===== src/rtl/mem_bank_arbiter.sv =====
// Round-robin arbiter in front of a 4-bank x 16-entry x 8-bit single-port scratch memory.
// After reset it zero-fills all 64 locations, then grants one requester per cycle and
// routes the registered memory read data back to the requester that issued the read.
module mem_bank_arbiter #(
  parameter int unsigned NREQ = 2,
  parameter int unsigned IDW  = 3,
  parameter int unsigned CNTW = 16
) (
  input  logic                 clk,
  input  logic                 rst,
  input  logic [NREQ-1:0]      req_valid,
  output logic [NREQ-1:0]      req_ready,
  input  logic [NREQ-1:0]      req_we,
  input  logic [2*NREQ-1:0]    req_bank,
  input  logic [4*NREQ-1:0]    req_addr,
  input  logic [8*NREQ-1:0]    req_wdata,
  output logic                 rsp_valid,
  output logic [IDW-1:0]       rsp_id,
  output logic [7:0]           rsp_data,
  output logic                 init_done,
  output logic [CNTW*NREQ-1:0] gnt_count,
  output logic [1:0]           mem_bank,
  output logic [3:0]           mem_addr,
  output logic [7:0]           mem_wdata,
  output logic                 mem_we,
  input  logic [7:0]           mem_rdata
);

  localparam int unsigned PtrW = (NREQ > 1) ? $clog2(NREQ) : 1;
  // One extra bit so the wrap-around sum rr_ptr + k cannot overflow before the modulo.
  localparam int unsigned IdxW = PtrW + 1;

  typedef enum logic [0:0] {
    StInit,
    StServe
  } state_e;

  state_e          state_q, state_d;
  logic [5:0]      ptr_q, ptr_d;
  logic [PtrW-1:0] rr_q, rr_d;
  logic            rsp_valid_q, rsp_valid_d;
  logic [IDW-1:0]  rsp_id_q, rsp_id_d;
  logic [CNTW-1:0] cnt_q [NREQ];
  logic [CNTW-1:0] cnt_d [NREQ];

  logic            found;
  logic [PtrW-1:0] winner;
  logic [IdxW-1:0] idx;
  logic            grant;

  // Round-robin search: first valid requester at or above rr_q, wrapping modulo NREQ.
  always_comb begin
    found  = 1'b0;
    winner = '0;
    idx    = '0;
    for (int unsigned k = 0; k < NREQ; k++) begin
      idx = {1'b0, rr_q} + IdxW'(k);
      if (idx >= IdxW'(NREQ)) begin
        idx = idx - IdxW'(NREQ);
      end
      if (!found && req_valid[idx[PtrW-1:0]]) begin
        found  = 1'b1;
        winner = idx[PtrW-1:0];
      end
    end
  end

  // A grant is only issued while serving; a cycle with rst high never hands out an accept,
  // since its handshake would be discarded by the reset edge.
  assign grant = found && (state_q == StServe) && !rst;

  // One-hot accept to the winner, or all zero.
  always_comb begin
    req_ready = '0;
    if (grant) begin
      req_ready[winner] = 1'b1;
    end
  end

  // Sweep / serve FSM next state and memory drive.
  always_comb begin
    state_d   = state_q;
    ptr_d     = ptr_q;
    init_done = 1'b0;
    mem_we    = 1'b0;
    mem_bank  = 2'd0;
    mem_addr  = 4'd0;
    mem_wdata = 8'd0;
    unique case (state_q)
      StInit: begin
        mem_we   = 1'b1;
        mem_bank = ptr_q[5:4];
        mem_addr = ptr_q[3:0];
        ptr_d    = ptr_q + 6'd1;
        if (ptr_q == 6'd63) begin
          state_d = StServe;
        end
      end
      StServe: begin
        init_done = 1'b1;
        if (grant) begin
          mem_we    = req_we[winner];
          mem_bank  = req_bank[{winner, 1'b0} +: 2];
          mem_addr  = req_addr[{winner, 2'b00} +: 4];
          mem_wdata = req_wdata[{winner, 3'b000} +: 8];
        end
      end
      default: begin
        state_d = StInit;
      end
    endcase
  end

  // Pointer advance, response tagging and saturating grant counters on each handshake.
  always_comb begin
    rr_d        = rr_q;
    rsp_valid_d = 1'b0;
    rsp_id_d    = rsp_id_q;
    for (int unsigned i = 0; i < NREQ; i++) begin
      cnt_d[i] = cnt_q[i];
    end
    if (grant) begin
      rr_d = (winner == PtrW'(NREQ - 1)) ? '0 : winner + PtrW'(1);
      if (!req_we[winner]) begin
        rsp_valid_d = 1'b1;
        rsp_id_d    = IDW'(winner);
      end
      if (cnt_q[winner] != '1) begin
        cnt_d[winner] = cnt_q[winner] + CNTW'(1);
      end
    end
  end

  // State registers with synchronous reset; a pending read response is dropped by reset.
  always_ff @(posedge clk) begin
    if (rst) begin
      state_q     <= StInit;
      ptr_q       <= 6'd0;
      rr_q        <= '0;
      rsp_valid_q <= 1'b0;
      rsp_id_q    <= '0;
      for (int unsigned i = 0; i < NREQ; i++) begin
        cnt_q[i] <= '0;
      end
    end else begin
      state_q     <= state_d;
      ptr_q       <= ptr_d;
      rr_q        <= rr_d;
      rsp_valid_q <= rsp_valid_d;
      rsp_id_q    <= rsp_id_d;
      for (int unsigned i = 0; i < NREQ; i++) begin
        cnt_q[i] <= cnt_d[i];
      end
    end
  end

  // Pack the per-requester counters onto the flat output bus.
  always_comb begin
    gnt_count = '0;
    for (int unsigned i = 0; i < NREQ; i++) begin
      gnt_count[i*CNTW +: CNTW] = cnt_q[i];
    end
  end

  // Memory output is already registered, so read data passes straight through; it is
  // forced to zero outside a response so idle reads never leak onto rsp_data.
  assign rsp_valid = rsp_valid_q;
  assign rsp_id    = rsp_id_q;
  assign rsp_data  = rsp_valid_q ? mem_rdata : 8'h00;

endmodule


===== config.mk =====
export PLATFORM = sky130hd
export DESIGN_NAME = mem_bank_arbiter
export DESIGN_NICKNAME = d
export VERILOG_FILES = /design/src/rtl/mem_bank_arbiter.sv
export SDC_FILE = /design/constraint.sdc
export NUM_CORES = 1
export LEC_CHECK = 0
export ABC_AREA = 1
export CAP_MARGIN = 40
export CORE_MARGIN = 3
export CORE_UTILIZATION = 48
export DETAILED_ROUTE_END_ITERATION = 6
export PLACE_DENSITY = 0.92
export SETUP_SLACK_MARGIN = 0.4
export SLEW_MARGIN = 30
export SYNTH_ARGS = -nofsm -noshare
export SYNTH_HDL_FRONTEND = slang
export SYNTH_SLANG_ARGS = --single-unit

===== constraint.sdc =====
create_clock -name clk -period 5 [get_ports clk]
set_input_delay 0.5 -clock clk [delete_from_list [all_inputs] [get_ports clk]]
set_output_delay 0.5 -clock clk [all_outputs]
set_load 0.05 [all_outputs]

==> summary.txt, run 1 <==
Die
  – Die height: 81.3 µm
  – Starting Density: 0.513
  – Io pins: 104
  – Total die area: 6610 µm²
  – # rows: 26
  – Chip width: 81.3 µm
  – Core Box Area: 5300 µm²

Setup path
  – Worst path required time: 4.50 ns
  – Crit Path Max Fanout: 16
  – CP arrival: 3.51 ns
  – RR Endpoint: cnt_q[0][3]
  – Worst r2r src: rr_q
  – Worst setup SP type: input pin
  – Worst reg-to-reg path cell count: 13
  – Kind of critical path: input pin to output pin
  – Crit. End Element: output pin
  – R2R setup slack: 2.08 ns

Timing
  – Period Utilization, post-route: 0.803
  – RSZ-0062 raised after global routing: no
  – Final setup violation count: 0
  – Maximum clock frequency: 249 MHz
  – TNS Setup: 0 ns
  – Max-slew headroom: 0.557
  – Final hold vios: 0
  – Post-layout minimum cycle time: 4.01 ns
  – Worst Max-Slew Pin Slew: 0.663 ns
  – Final clock skew: 0.00564 ns
  – Max Slew Vio Count: 0
  – Fin Hold WS: 0.492 ns

Logic synthesis
  – Mapped Avg Cell Area: 6.02 µm²
  – Yosys warnings: 0
  – Post-Syn Instances: 452
  – Mapped Area: 2720 µm²
  – Post-synthesis sequential area ratio: 0.309
  – Synthesis-stage register bit count: 42
  – Netlist cell types: 32

Finish
  – Fin util: 0.715
  – Commonest non-fill, non-tap cell in the layout: nand2_1
  – Seq. cell area: 841 µm²
  – Commonest non-fill, non-tap cells in the layout: nand2_1 (143), clkdlybuf4s50_1 (101), nor2_1 (85)
  – Antenna cell count: 0
  – Layout area overhead: 39.2%
  – Fin area: 3790 µm²
  – Multi-input logic area: 1560 µm²
  – Share of cells above drive strength 1: 0.0479
  – Nets: 587
  – Fill count: 463

Worst hold path
  – Hold Path Sink: cnt_q[1][12]
  – Worst Hold Class: flop to flop
  – Beginning of the worst hold path: cnt_q[1][12]
  – Hold Crit Depth: 2

Global route
  – First-pass GRT wire length: 13,200 µm
  – Gr usage total: 0.253
  – Vias in the first global route: 2,995
  – Largest net degree at the start of global routing: 27
  – GRT Residual Overflow: 0
  – Initial antenna violation count: 0

Clock tree
  – CTS root buf: clkbuf_8
  – Bufs on Longest Clock Path: 2
  – Sink Count: 42
  – Clk slew on worst S/H paths: 0.08 ns
  – H-tree depth: 2
  – Clock buffer count from CTS: 5
  – Clk Latency, worst-skew pair: 0.29 ns
  – Post-CTS Setup Bufs: 0
  – Hold buffer count at CTS: 0
  – CTS tree: done
  – Post_cts resized: 0

Detailed routing
  – Mean number of vias per cell: 5.09
  – DRT antenna net count: 0
  – Routed WL: 8010 µm
  – Drt pass-1 iters: 5
  – Avg WL per Cell: 13.1 µm
  – DR iter-0 viols: 179
  – Vias: 3,121
  – DRC errors left: 0

Pwr
  – Leak pwr: 1.65 nW
  – Pwr per Cell Area: 167 nW/µm²
  – Worst vdd ir: 109 µV
  – Power, Total: 0.000634 W

Placed design
  – # port buffers: 101
  – Final HPWL DP: 6220 µm
  – Final weighted congestion in routability-driven placement: 0.935
  – DP Area: 3710 µm²

Job
  – Max_cap viols: 0

Status
  – Outcome: complete, no violations
## cells in the mapped netlist, drive strengths merged
cell type / instances / area, µm²
nor3: 6 / 30.0
conb: 1 / 3.75
ha: 2 / 25.0
and3: 1 / 6.26
nand3: 42 / 215
buf: 15 / 118
a21boi: 1 / 11.3
nand4: 5 / 31.3
nand2: 150 / 596
o21ai: 9 / 45.0
a211oi: 2 / 15.0
nor2: 90 / 355
dfxtp: 42 / 841
xor2: 2 / 17.5
xnor2: 1 / 8.76
a22oi: 5 / 37.5
a21oi: 9 / 48.8
o21bai: 1 / 7.51
nand3b: 4 / 30.0
inv: 50 / 188
clkbuf: 6 / 22.5
a22o: 8 / 70.1
## registers in the layout, indices dropped and copies added, names as in the netlist
| register | count |
|---|---|
| ptr_q | 6 |
| state_q | 1 |
| rsp_valid | 1 |
| rsp_id | 1 |
| cnt_q | 32 |
| rr_q | 1 |
## how the worst max path moves through the flow
stage,start,end,cells past startpoint
floorplan,state_q,mem_addr[0],8
global placement,req_valid[1],mem_addr[0],8
detailed placement,req_valid[1],mem_addr[0],8
CTS,req_valid[1],mem_addr[0],8
global route,req_valid[1],mem_addr[3],8
finish,req_valid[1],mem_addr[0],8
## where the power goes
group          switching (W)  internal (W)
logic              0.0000456     0.0000421
registers         0.00000227      0.000336
clock network       0.000112     0.0000963
## stage by stage
step / worst slack [ns] / instances
global placement: 1.16 / 605
floorplan: 1.74 / 453
detailed placement: 1.01 / 606
global route: 0.754 / 613
CTS: 1.01 / 613
finish: 0.987 / 613
## logic make-up (layout without fill, tap and decap cells)
group                      after synthesis  after routing  synth area share
buffers and inverters                   71            161             0.120
AOI/OAI and AO/OA                       35             35            0.0864
DFF                                     42             42             0.309
other                                    1              2           0.00138
and+or+nand+nor                        298            298             0.464
xor gates and xnor gates                 3              3           0.00965
adders and majority gates                2              2           0.00919
## per-layer routing
metal  wire [µm]  global-route usage  vias to the layer above  share of wire
met5           0                   0                        -              0
met4         181               0.105                        0          0.023
met3         855              0.0721                       17           0.11
met2        3850               0.458                      141           0.48
met1        3130               0.272                     1378           0.39
li1            -                   -                     1585              -
## final cells by class
type                            instances  share of cell area
Clock buffer                            7              0.0201
Inverter                               50              0.0495
Multi-Input combinational cell        340               0.411
Sequential cell                        42               0.222
Tap cell                               70              0.0231
Timing Repair Buffer                  104               0.275
## worst max-delay path: stages
cell and delay, ns:
clkdlybuf4s50_1 0.90, o21ai_0 0.21, nor2_1 0.16, inv_1 0.11, nor2_2 0.49, a21oi_1 0.15, a21oi_1 0.18, clkdlybuf4s50_1 0.82
Power figures use the tool's default switching activity.
==> run 2: changes to the inputs <==
--- a/config.mk
+++ b/config.mk
@@ -8,9 +8,9 @@
 export ABC_AREA = 1
 export CAP_MARGIN = 40
 export CORE_MARGIN = 3
-export CORE_UTILIZATION = 48
+export CORE_UTILIZATION = 40
 export DETAILED_ROUTE_END_ITERATION = 6
-export PLACE_DENSITY = 0.92
+export PLACE_DENSITY = 0.83
 export SETUP_SLACK_MARGIN = 0.4
 export SLEW_MARGIN = 30
 export SYNTH_ARGS = -nofsm -noshare
==> constraint.sdc (replaced) <==
create_clock -name clk -period 3.5 [get_ports clk]
set_input_delay 0.35 -clock clk [delete_from_list [all_inputs] [get_ports clk]]
set_output_delay 0.35 -clock clk [all_outputs]
set_load 0.05 [all_outputs]
==> run 2 against run 1 <==
Compared with the run above: global-route usage fell by 4.4 points; routed wire length is 0.80% lower; critical path type unchanged; highest routed layer unchanged; final cell count rose by 2.0%; first-iteration DRC count down 26%; critical path depth unchanged; via count down 0.90%.
==> summary.txt, run 2 (synthesized netlist as in run 1, its figures left out) <==
Setup path
  – CP arrival: 2.45 ns
  – Worst reg-to-reg path cell count: 13
  – Worst setup SP type: input pin
  – Crit Path Max Fanout: 26
  – Kind of critical path: input pin to output pin
  – Worst r2r src: rr_q
  – R2R setup slack: 1.07 ns
  – RR Endpoint: cnt_q[0][6]
  – Worst path required time: 3.15 ns
  – Crit. End Element: output pin

Die
  – Die height: 88.5 µm
  – Starting Density: 0.422
  – # rows: 29
  – Total die area: 7830 µm²
  – Io pins: 104
  – Core Box Area: 6460 µm²
  – Chip width: 88.5 µm

Detailed routing
  – Vias: 3,093
  – Mean number of vias per cell: 4.95
  – Routed WL: 7950 µm
  – DRC errors left: 0
  – DRT antenna net count: 0
  – Drt pass-1 iters: 4
  – DR iter-0 viols: 133
  – Avg WL per Cell: 12.7 µm

Clock tree
  – Clk Latency, worst-skew pair: 0.29 ns
  – CTS root buf: clkbuf_8
  – Clock buffer count from CTS: 5
  – Hold buffer count at CTS: 0
  – Bufs on Longest Clock Path: 2
  – Sink Count: 42
  – CTS tree: done
  – Post_cts resized: 0
  – Clk slew on worst S/H paths: 0.08 ns
  – Post-CTS Setup Bufs: 0
  – H-tree depth: 2

Finish
  – Fill count: 575
  – Seq. cell area: 841 µm²
  – Share of cells above drive strength 1: 0.0894
  – Antenna cell count: 0
  – Commonest non-fill, non-tap cell in the layout: nand2_1
  – Commonest non-fill, non-tap cells in the layout: nand2_1 (143), nor2_1 (85), clkdlybuf4s50_1 (85)
  – Largest registers: cnt_q: 32 flops, ptr_q: 6 flops
  – Largest Register: cnt_q
  – Max FFs per register: 32
  – Multi-input logic area: 1560 µm²
  – Fin area: 4010 µm²
  – Nets: 591
  – Layout area overhead: 47.2%

Worst hold path
  – Hold Path Sink: cnt_q[1][3]
  – Hold Crit Depth: 2
  – Worst Hold Class: flop to flop
  – Beginning of the worst hold path: cnt_q[1][3]

Timing
  – Final hold vios: 0
  – RSZ-0062 raised after global routing: no
  – Maximum clock frequency: 357 MHz
  – Worst Max-Slew Pin Slew: 0.596 ns
  – TNS Setup: 0 ns
  – Period Utilization, post-route: 0.800
  – Max Slew Vio Count: 0
  – Max-slew headroom: 0.602
  – Final clock skew: 0.00685 ns
  – Post-layout minimum cycle time: 2.80 ns
  – Final setup violation count: 0

Pwr
  – Worst vdd ir: 198 µV
  – Leak pwr: 1.76 nW
  – Pwr per Cell Area: 235 nW/µm²

Job
  – Max_cap viols: 0

Global route
  – Largest net degree at the start of global routing: 27
  – GRT Residual Overflow: 0
  – Gr usage total: 0.209
  – First-pass GRT wire length: 13,200 µm
  – Vias in the first global route: 2,963
  – Initial antenna violation count: 0

Placed design
  – DP Area: 3920 µm²
  – Final weighted congestion in routability-driven placement: 0.900
  – # port buffers: 101
  – Final HPWL DP: 6200 µm

Status
  – Outcome: complete, no violations
[run 2: cell types whose count changed in the layout (fill, tap and decap cells not counted), sizes merged]
cell           before  now
buf                 3   23
clkinv              0    1
clkdlybuf4s50     101   85
[run 2: worst max-delay path, stage by stage]
cell             delay [ns]
clkdlybuf4s50_1        0.49
nand2_4                0.21
nand2_4                0.20
nor2_2                 0.54
buf_4                  0.25
a22oi_1                0.08
nand2_1                0.16
buf_12                 0.15
[run 2: through the flow]
step | std cells | utilization | total power (W) | setup slack (ns) | hold slack [ns]
CTS | 625 | 0.621 | 0.000951 | 0.687 | 0.501
detailed placement | 617 | 0.607 | 0.000626 | 0.531 | 0.485
finish | 625 | 0.621 | 0.000941 | 0.700 | 0.498
global placement | 616 | 0.604 | 0.000622 | 0.621 | 0.480
global route | 625 | 0.621 | 0.000978 | 0.561 | 0.519
floorplan | 453 | - | 0.000558 | 0.662 | 0.467
[run 2: area by class of cell]
cell class                      instances  area share
Timing Repair Buffer                  108       0.307
Tap cell                               77      0.0240
Sequential cell                        42       0.210
Clock buffer                            7      0.0215
Clock inverter                          1     0.00125
Inverter                               50      0.0468
Multi-Input combinational cell        340       0.390
[run 2: power breakdown]
part	internal (W)	switching, W
clock	0.000159	0.000166
combinational	0.0000672	0.0000645
sequential	0.000480	0.00000306
total	0.000707	0.000234
[run 2: metal layers]
layer  vias up  track usage  share of wire
li1       1594            -              -
met1      1365        0.238           0.42
met2       119        0.380           0.49
met3        15       0.0447          0.075
met4         0       0.0783          0.017
met5         -            0              0
[run 2: worst max path at each step]
stage	endpoint	cells after the start	slack [ns]	from
after floorplan	mem_addr[0]	8	0.66	state_q
after global placement	cnt_q[0][8]	13	0.62	req_valid[0]
after detailed placement	cnt_q[0][6]	13	0.53	req_valid[0]
after CTS	mem_addr[1]	8	0.69	req_valid[0]
after global routing	cnt_q[0][8]	13	0.56	req_valid[0]
final	mem_addr[1]	8	0.70	req_valid[0]
